==> src/rtl/drum_pkg.sv <==
// drum_pkg: shared drum code type, idle code and queue FSM states
package drum_pkg;
    typedef logic [3:0] drum_code_t;
    localparam drum_code_t DRUM_IDLE = 4'h0;
    typedef enum logic [1:0] {IDLE, ISSUE, WAIT_DONE, GAP} dq_state_t;
endpackage

==> src/rtl/drum_event_queue_fifo.sv <==
// sync_fifo: flop-array FIFO with wrapping pointers and a head view of the oldest entry
module sync_fifo #(
    parameter int WIDTH = 4,
    parameter int DEPTH = 8
) (
    input  logic                   clk,
    input  logic                   rst_n,
    input  logic                   push_i,
    input  logic                   pop_i,
    input  logic [WIDTH-1:0]       din_i,
    output logic [WIDTH-1:0]       head_o,
    output logic                   full_o,
    output logic                   empty_o,
    output logic [$clog2(DEPTH):0] count_o
);
    localparam int AW = $clog2(DEPTH);
    logic [WIDTH-1:0] mem_q [DEPTH];
    logic [AW-1:0]    wr_q, rd_q;
    logic [AW:0]      count_q, count_d;
    logic             do_push, do_pop;
    assign do_pop  = pop_i && !empty_o;
    assign do_push = push_i && (!full_o || do_pop);
    assign full_o  = count_q == (AW+1)'(DEPTH);
    assign empty_o = count_q == '0;
    assign count_o = count_q;
    assign head_o  = mem_q[rd_q];
    assign count_d = count_q + {{AW{1'b0}}, do_push} - {{AW{1'b0}}, do_pop};
    // storage write, pointer advance (power-of-two depth wraps naturally) and occupancy
    always_ff @(posedge clk or negedge rst_n) begin
        if (!rst_n) begin
            wr_q    <= '0;
            rd_q    <= '0;
            count_q <= '0;
            for (int i = 0; i < DEPTH; i++) mem_q[i] <= '0;
        end else begin
            if (do_push) begin
                mem_q[wr_q] <= din_i;
                wr_q        <= wr_q + 1'b1;
            end
            if (do_pop) rd_q <= rd_q + 1'b1;
            count_q <= count_d;
        end
    end
endmodule

==> src/rtl/drum_event_queue.sv <==
// drum_event_queue: queues drum hits and hands them one at a time to the SPI TX stage
module drum_event_queue import drum_pkg::*; #(
    parameter int DEPTH       = 8,
    parameter int TIMEOUT_CYC = 3000,
    parameter int GAP_CYC     = 4
) (
    input  logic                   clk,
    input  logic                   rst_n,
    input  logic                   hit_valid,
    input  logic [3:0]             hit_code,
    input  logic                   tx_done,
    input  logic                   clear_flags,
    output logic                   drum_trigger_valid,
    output logic [3:0]             drum_code,
    output logic [$clog2(DEPTH):0] fifo_count,
    output logic                   busy,
    output logic                   overflow,
    output logic                   timeout
);
    localparam int TW = $clog2(TIMEOUT_CYC + 1);
    localparam int GW = GAP_CYC > 0 ? $clog2(GAP_CYC + 1) : 1;
    dq_state_t  state_q, state_d;
    logic [TW-1:0] to_cnt_q, to_cnt_d;
    logic [GW-1:0] gap_cnt_q, gap_cnt_d;
    drum_code_t code_q, code_d, head;
    logic trig_q, trig_d, ovf_q, ovf_d, to_q, to_d;
    logic push_req, fifo_pop, fifo_full, fifo_empty, to_hit, gap_hit, wait_exit, ovf_set, to_set;
    sync_fifo #(.WIDTH(4), .DEPTH(DEPTH)) u_fifo (
        .clk     (clk),
        .rst_n   (rst_n),
        .push_i  (push_req),
        .pop_i   (fifo_pop),
        .din_i   (hit_code),
        .head_o  (head),
        .full_o  (fifo_full),
        .empty_o (fifo_empty),
        .count_o (fifo_count)
    );
    assign push_req  = hit_valid && hit_code != DRUM_IDLE;
    assign fifo_pop  = state_q == ISSUE;
    assign to_hit    = state_q == WAIT_DONE && to_cnt_q == TW'(TIMEOUT_CYC - 1);
    assign gap_hit   = state_q == GAP && gap_cnt_q == GW'(GAP_CYC - 1);
    assign wait_exit = state_q == WAIT_DONE && (tx_done || to_hit);
    assign ovf_set   = push_req && fifo_full && !fifo_pop;
    assign to_set    = to_hit && !tx_done;
    // sequencing, counters, strobe and sticky flags (a set beats a same-cycle clear)
    always_comb begin
        case (state_q)
            IDLE:      state_d = fifo_empty ? IDLE : ISSUE;
            ISSUE:     state_d = WAIT_DONE;
            WAIT_DONE: state_d = wait_exit ? (GAP_CYC == 0 ? IDLE : GAP) : WAIT_DONE;
            GAP:       state_d = gap_hit ? IDLE : GAP;
            default:   state_d = IDLE;
        endcase
        to_cnt_d  = state_q == WAIT_DONE ? to_cnt_q + 1'b1 : '0;
        gap_cnt_d = state_q == GAP ? gap_cnt_q + 1'b1 : '0;
        trig_d    = state_d == ISSUE;
        code_d    = state_d == ISSUE ? head : code_q;
        ovf_d     = ovf_set ? 1'b1 : clear_flags ? 1'b0 : ovf_q;
        to_d      = to_set ? 1'b1 : clear_flags ? 1'b0 : to_q;
    end
    // state registers; reset discards the in-flight event and clears every output
    always_ff @(posedge clk or negedge rst_n) begin
        if (!rst_n) begin
            state_q   <= IDLE;
            to_cnt_q  <= '0;
            gap_cnt_q <= '0;
            code_q    <= DRUM_IDLE;
            trig_q    <= 1'b0;
            ovf_q     <= 1'b0;
            to_q      <= 1'b0;
        end else begin
            state_q   <= state_d;
            to_cnt_q  <= to_cnt_d;
            gap_cnt_q <= gap_cnt_d;
            code_q    <= code_d;
            trig_q    <= trig_d;
            ovf_q     <= ovf_d;
            to_q      <= to_d;
        end
    end
    assign drum_trigger_valid = trig_q;
    assign drum_code          = code_q;
    assign busy               = state_q != IDLE;
    assign overflow           = ovf_q;
    assign timeout            = to_q;
endmodule

==> config.mk <==
export PLATFORM = sky130hd
export DESIGN_NAME = drum_event_queue
export DESIGN_NICKNAME = d
export VERILOG_FILES = /design/src/rtl/drum_pkg.sv /design/src/rtl/drum_event_queue_fifo.sv /design/src/rtl/drum_event_queue.sv
export SDC_FILE = /design/constraint.sdc
export NUM_CORES = 1
export LEC_CHECK = 0
export CAP_MARGIN = 40
export CORE_MARGIN = 2
export CORE_UTILIZATION = 50
export CTS_CLUSTER_DIAMETER = 60
export CTS_CLUSTER_SIZE = 24
export DETAILED_ROUTE_END_ITERATION = 16
export PLACE_DENSITY = 0.69
export SLEW_MARGIN = 25
export SYNTH_ARGS = -nofsm -noshare
export SYNTH_HDL_FRONTEND = slang
export SYNTH_SLANG_ARGS = --single-unit
==> constraint.sdc <==
create_clock -name clk -period 3.8 [get_ports clk]
set_clock_uncertainty 0.1 [all_clocks]
set_input_delay 0.76 -clock clk [delete_from_list [all_inputs] [get_ports clk]]
set_output_delay 0.76 -clock clk [all_outputs]
set_load 0.005 [all_outputs]
==> flow_metrics.env <==
export IMPL_ir_worst_vdd_v=0.000390
export IMPL_htreeDepth=3
export IMPL_grt_usage_pct=18.7
export IMPL_drive_gt1_share_pct=24.4
export IMPL_worst_setup_path_type="in2reg"
export IMPL_cts_path_max_buffers=2
export IMPL_n_antenna_cell=0
export IMPL_power_density_nw_per_um2=746
export IMPL_drtPass1Iterations=4
export IMPL_tightest_slew_ns=0.654
export IMPL_numCtsBuffers=9
export IMPL_layout_common_cells="dfrtp_1 (66), mux2_2 (35), mux2i_1 (19), clkdlybuf4s50_1 (19), inv_1 (13)"
export IMPL_worstPathBufferInverterCount=3
export IMPL_final_common_cell="dfrtp_1"
export IMPL_port_buffers=20
export IMPL_finalSetupTns_ns=0
export IMPL_setup_viol=0
export IMPL_routabilityCongestion=0.755
export IMPL_cp_max_fo=10
export IMPL_min_period_ns=2.82
export IMPL_critPathSlowestCell="o41ai_4"
export IMPL_dpl_worst_slack_ns=0.621
export IMPL_nFillCells=538
export IMPL_design_die_area_um2=7320
export IMPL_cap_violations=0
export IMPL_power_mw=2.79
export IMPL_io_pins=21
export IMPL_syn_nets=287
export IMPL_crit_arrival_ns=2.99
export IMPL_cp_cell_sequence="clkdlybuf4s50_1 -> o41ai_4 -> a21oi_2 -> ha_1 -> inv_1 -> fa_1 -> inv_1"
export IMPL_seq_area_frac_synth_pct=49.7
export IMPL_final_antenna_net_count=0
export IMPL_place_hpwl_mm=4.33
export IMPL_drc=0
export IMPL_fin_ws_ns=0.984
export IMPL_netlist_instances=266
export IMPL_grt_overflow_total=0
export IMPL_die_y_um=85.6
export IMPL_wirelength_mm=6.12
export IMPL_end_kind="flip-flop"
export IMPL_status="completed"
export IMPL_avgRoutedWirePerCell_um=16.8
export IMPL_rows=29
export IMPL_start_util_pct=52.1
export IMPL_netlist_cell_type_count=47
export IMPL_cts_root_buf="clkbuf_8"
export IMPL_cp_common_cell="inv_1"
export IMPL_power_leakage_nw=1.61
export IMPL_drtIter0Drc=109
export IMPL_core_area_um2=6390
export IMPL_final_hold_violation_count=0
export IMPL_hold_path_class="in2async"
export IMPL_synth_edf_count=0
export IMPL_grt_pass1_vias=2086
export IMPL_finish_instance_area_um2=3740
export IMPL_clk_pin_slew_ns=0.06
export IMPL_worstSkewPairLatency_ns=0.34
export IMPL_syn2layout_area_growth_pct=12.6
export IMPL_period_share_pct=74.1
export IMPL_cts_tree="done"
export IMPL_slew_violations=0
export IMPL_synthArstFlopShare_pct=100
export IMPL_antenna_found_initial=0
export IMPL_slew_headroom_pct=56.3
export IMPL_synth_ff_type="dfrtp_1"
export IMPL_cts_sink_count=66
export IMPL_viasPerCell=5.70
export IMPL_dr_total_vias=2073
export IMPL_nNetsFinal=306
export IMPL_grt_pass1_wl_mm=10.4
export IMPL_ctsHoldBuffers=0
export IMPL_startpoint_type="primary input"
export IMPL_synth_seq_cells=66
export IMPL_cpPeakStageDelay_ns=0.72
export IMPL_synthesis_area_um2=3330
export IMPL_rsz0062_at_grt="false"
export IMPL_fmax_mhz=355
export IMPL_place_area_um2=3580
export IMPL_yosysWarnings=0
export IMPL_die_x_um=85.6
export IMPL_grt_max_degree=44
export IMPL_cp_data_required_time_ns=3.98
export IMPL_critical_path_top_delay_family="compound AO/OA/AOI/OAI gates"
export IMPL_avgSynthCellArea_um2=12.5
export IMPL_ctsResizeCount=0
export IMPL_post_cts_setup_buffers=0
-- path summary, 6_finish.rpt --
kind	start	to	slack [ns]	cells past startpoint
max	hit_code[0]	u_fifo.count_o[1]$_DFF_PN0_	0.98	7
min	rst_n	u_fifo.mem_q[23]$_DFFE_PN0P_	0.30	1
max reg2reg	u_fifo.count_o[2]$_DFF_PN0_	u_fifo.count_o[1]$_DFF_PN0_	1.01	10
min reg2reg	gap_cnt_q[0]$_DFF_PN0_	gap_cnt_q[0]$_DFF_PN0_	0.35	1
max in group asynchronous	rst_n	gap_cnt_q[1]$_DFF_PN0_	2.36	2
min in group clk	gap_cnt_q[0]$_DFF_PN0_	gap_cnt_q[0]$_DFF_PN0_	0.35	1
-- synthesized netlist by cell type (3+ instances only) --
| cell | n | area (um2) |
|---|---|---|
| clkbuf_1 | 7 | 26.3 |
| mux2_2 | 35 | 394 |
| xnor2_1 | 4 | 35.0 |
| a211oi_2 | 3 | 37.5 |
| nand3_1 | 6 | 30.0 |
| o211ai_2 | 3 | 37.5 |
| ha_1 | 11 | 138 |
| a21oi_1 | 4 | 20.0 |
| nand2b_1 | 4 | 25.0 |
| buf_1 | 5 | 18.8 |
| dfrtp_1 | 66 | 1650 |
| and3_1 | 3 | 18.8 |
| o21ai_0 | 11 | 55.1 |
| nand4_1 | 5 | 31.3 |
| nor3b_1 | 3 | 22.5 |
| and2_1 | 3 | 18.8 |
| mux2i_1 | 19 | 190 |
| inv_1 | 13 | 48.8 |
| nor2b_1 | 5 | 31.3 |
| xor2_1 | 5 | 43.8 |
| mux4_2 | 4 | 90.1 |
| nand2_1 | 8 | 30.0 |
| nor2_1 | 8 | 30.0 |
-- cell type report --
class | count | area, um2 | area share [%]
clock buffer | 13 | 159 | 4.24
timing repair buffer | 23 | 225 | 6.02
multi-input combinational | 172 | 1560 | 41.7
inverter | 13 | 48.8 | 1.30
sequential | 66 | 1650 | 44.1
tap | 77 | 96.3 | 2.57
-- registers in the layout, indices dropped and copies added (netlist names) --
| register | flops |
|---|---|
| u_fifo.mem_q | 32 |
| to_cnt_q | 12 |
| drum_code | 4 |
| u_fifo.count_o | 4 |
| gap_cnt_q | 3 |
| u_fifo.rd_q | 3 |
| u_fifo.wr_q | 3 |
| state_q | 2 |
| drum_trigger_valid | 1 |
| overflow | 1 |
| timeout | 1 |
-- where the power goes --
group | internal [mW] | leakage [nW] | switching, mW | total [mW]
clock | 0.262 | 0.0815 | 0.242 | 0.504
sequential | 0.986 | 0.822 | 0.254 | 1.24
combinational | 0.612 | 0.711 | 0.436 | 1.05
total | 1.86 | 1.61 | 0.932 | 2.79
-- through the flow --
stage | utilization (%) | hold slack [ns] | instances
4_1_cts | 58.6 | 0.312 | 364
5_1_grt | 58.6 | 0.347 | 364
3_3_place_gp | 55.9 | 0.323 | 350
2_1_floorplan | - | 0.309 | 266
3_5_place_dp | 56.1 | 0.347 | 351
6_report | 58.6 | 0.301 | 364
-- routing by layer --
metal	vias to the layer above	GRT usage, %	wire length (um)
met2	32	28.9	2880
met5	-	0	0
met3	13	3.46	189
met1	1039	25.4	2910
li1	989	-	-
met4	0	9.09	139
-- cells by family after synthesis --
kind of cell    synth area share [%]
fa+ha+maj                       4.74
flops                           49.7
xor+xnor                        2.37
buf+inv                         3.35
compound gates                  8.35
mux                             20.3
simple gates                    11.2
Power figures use the tool's default switching activity.
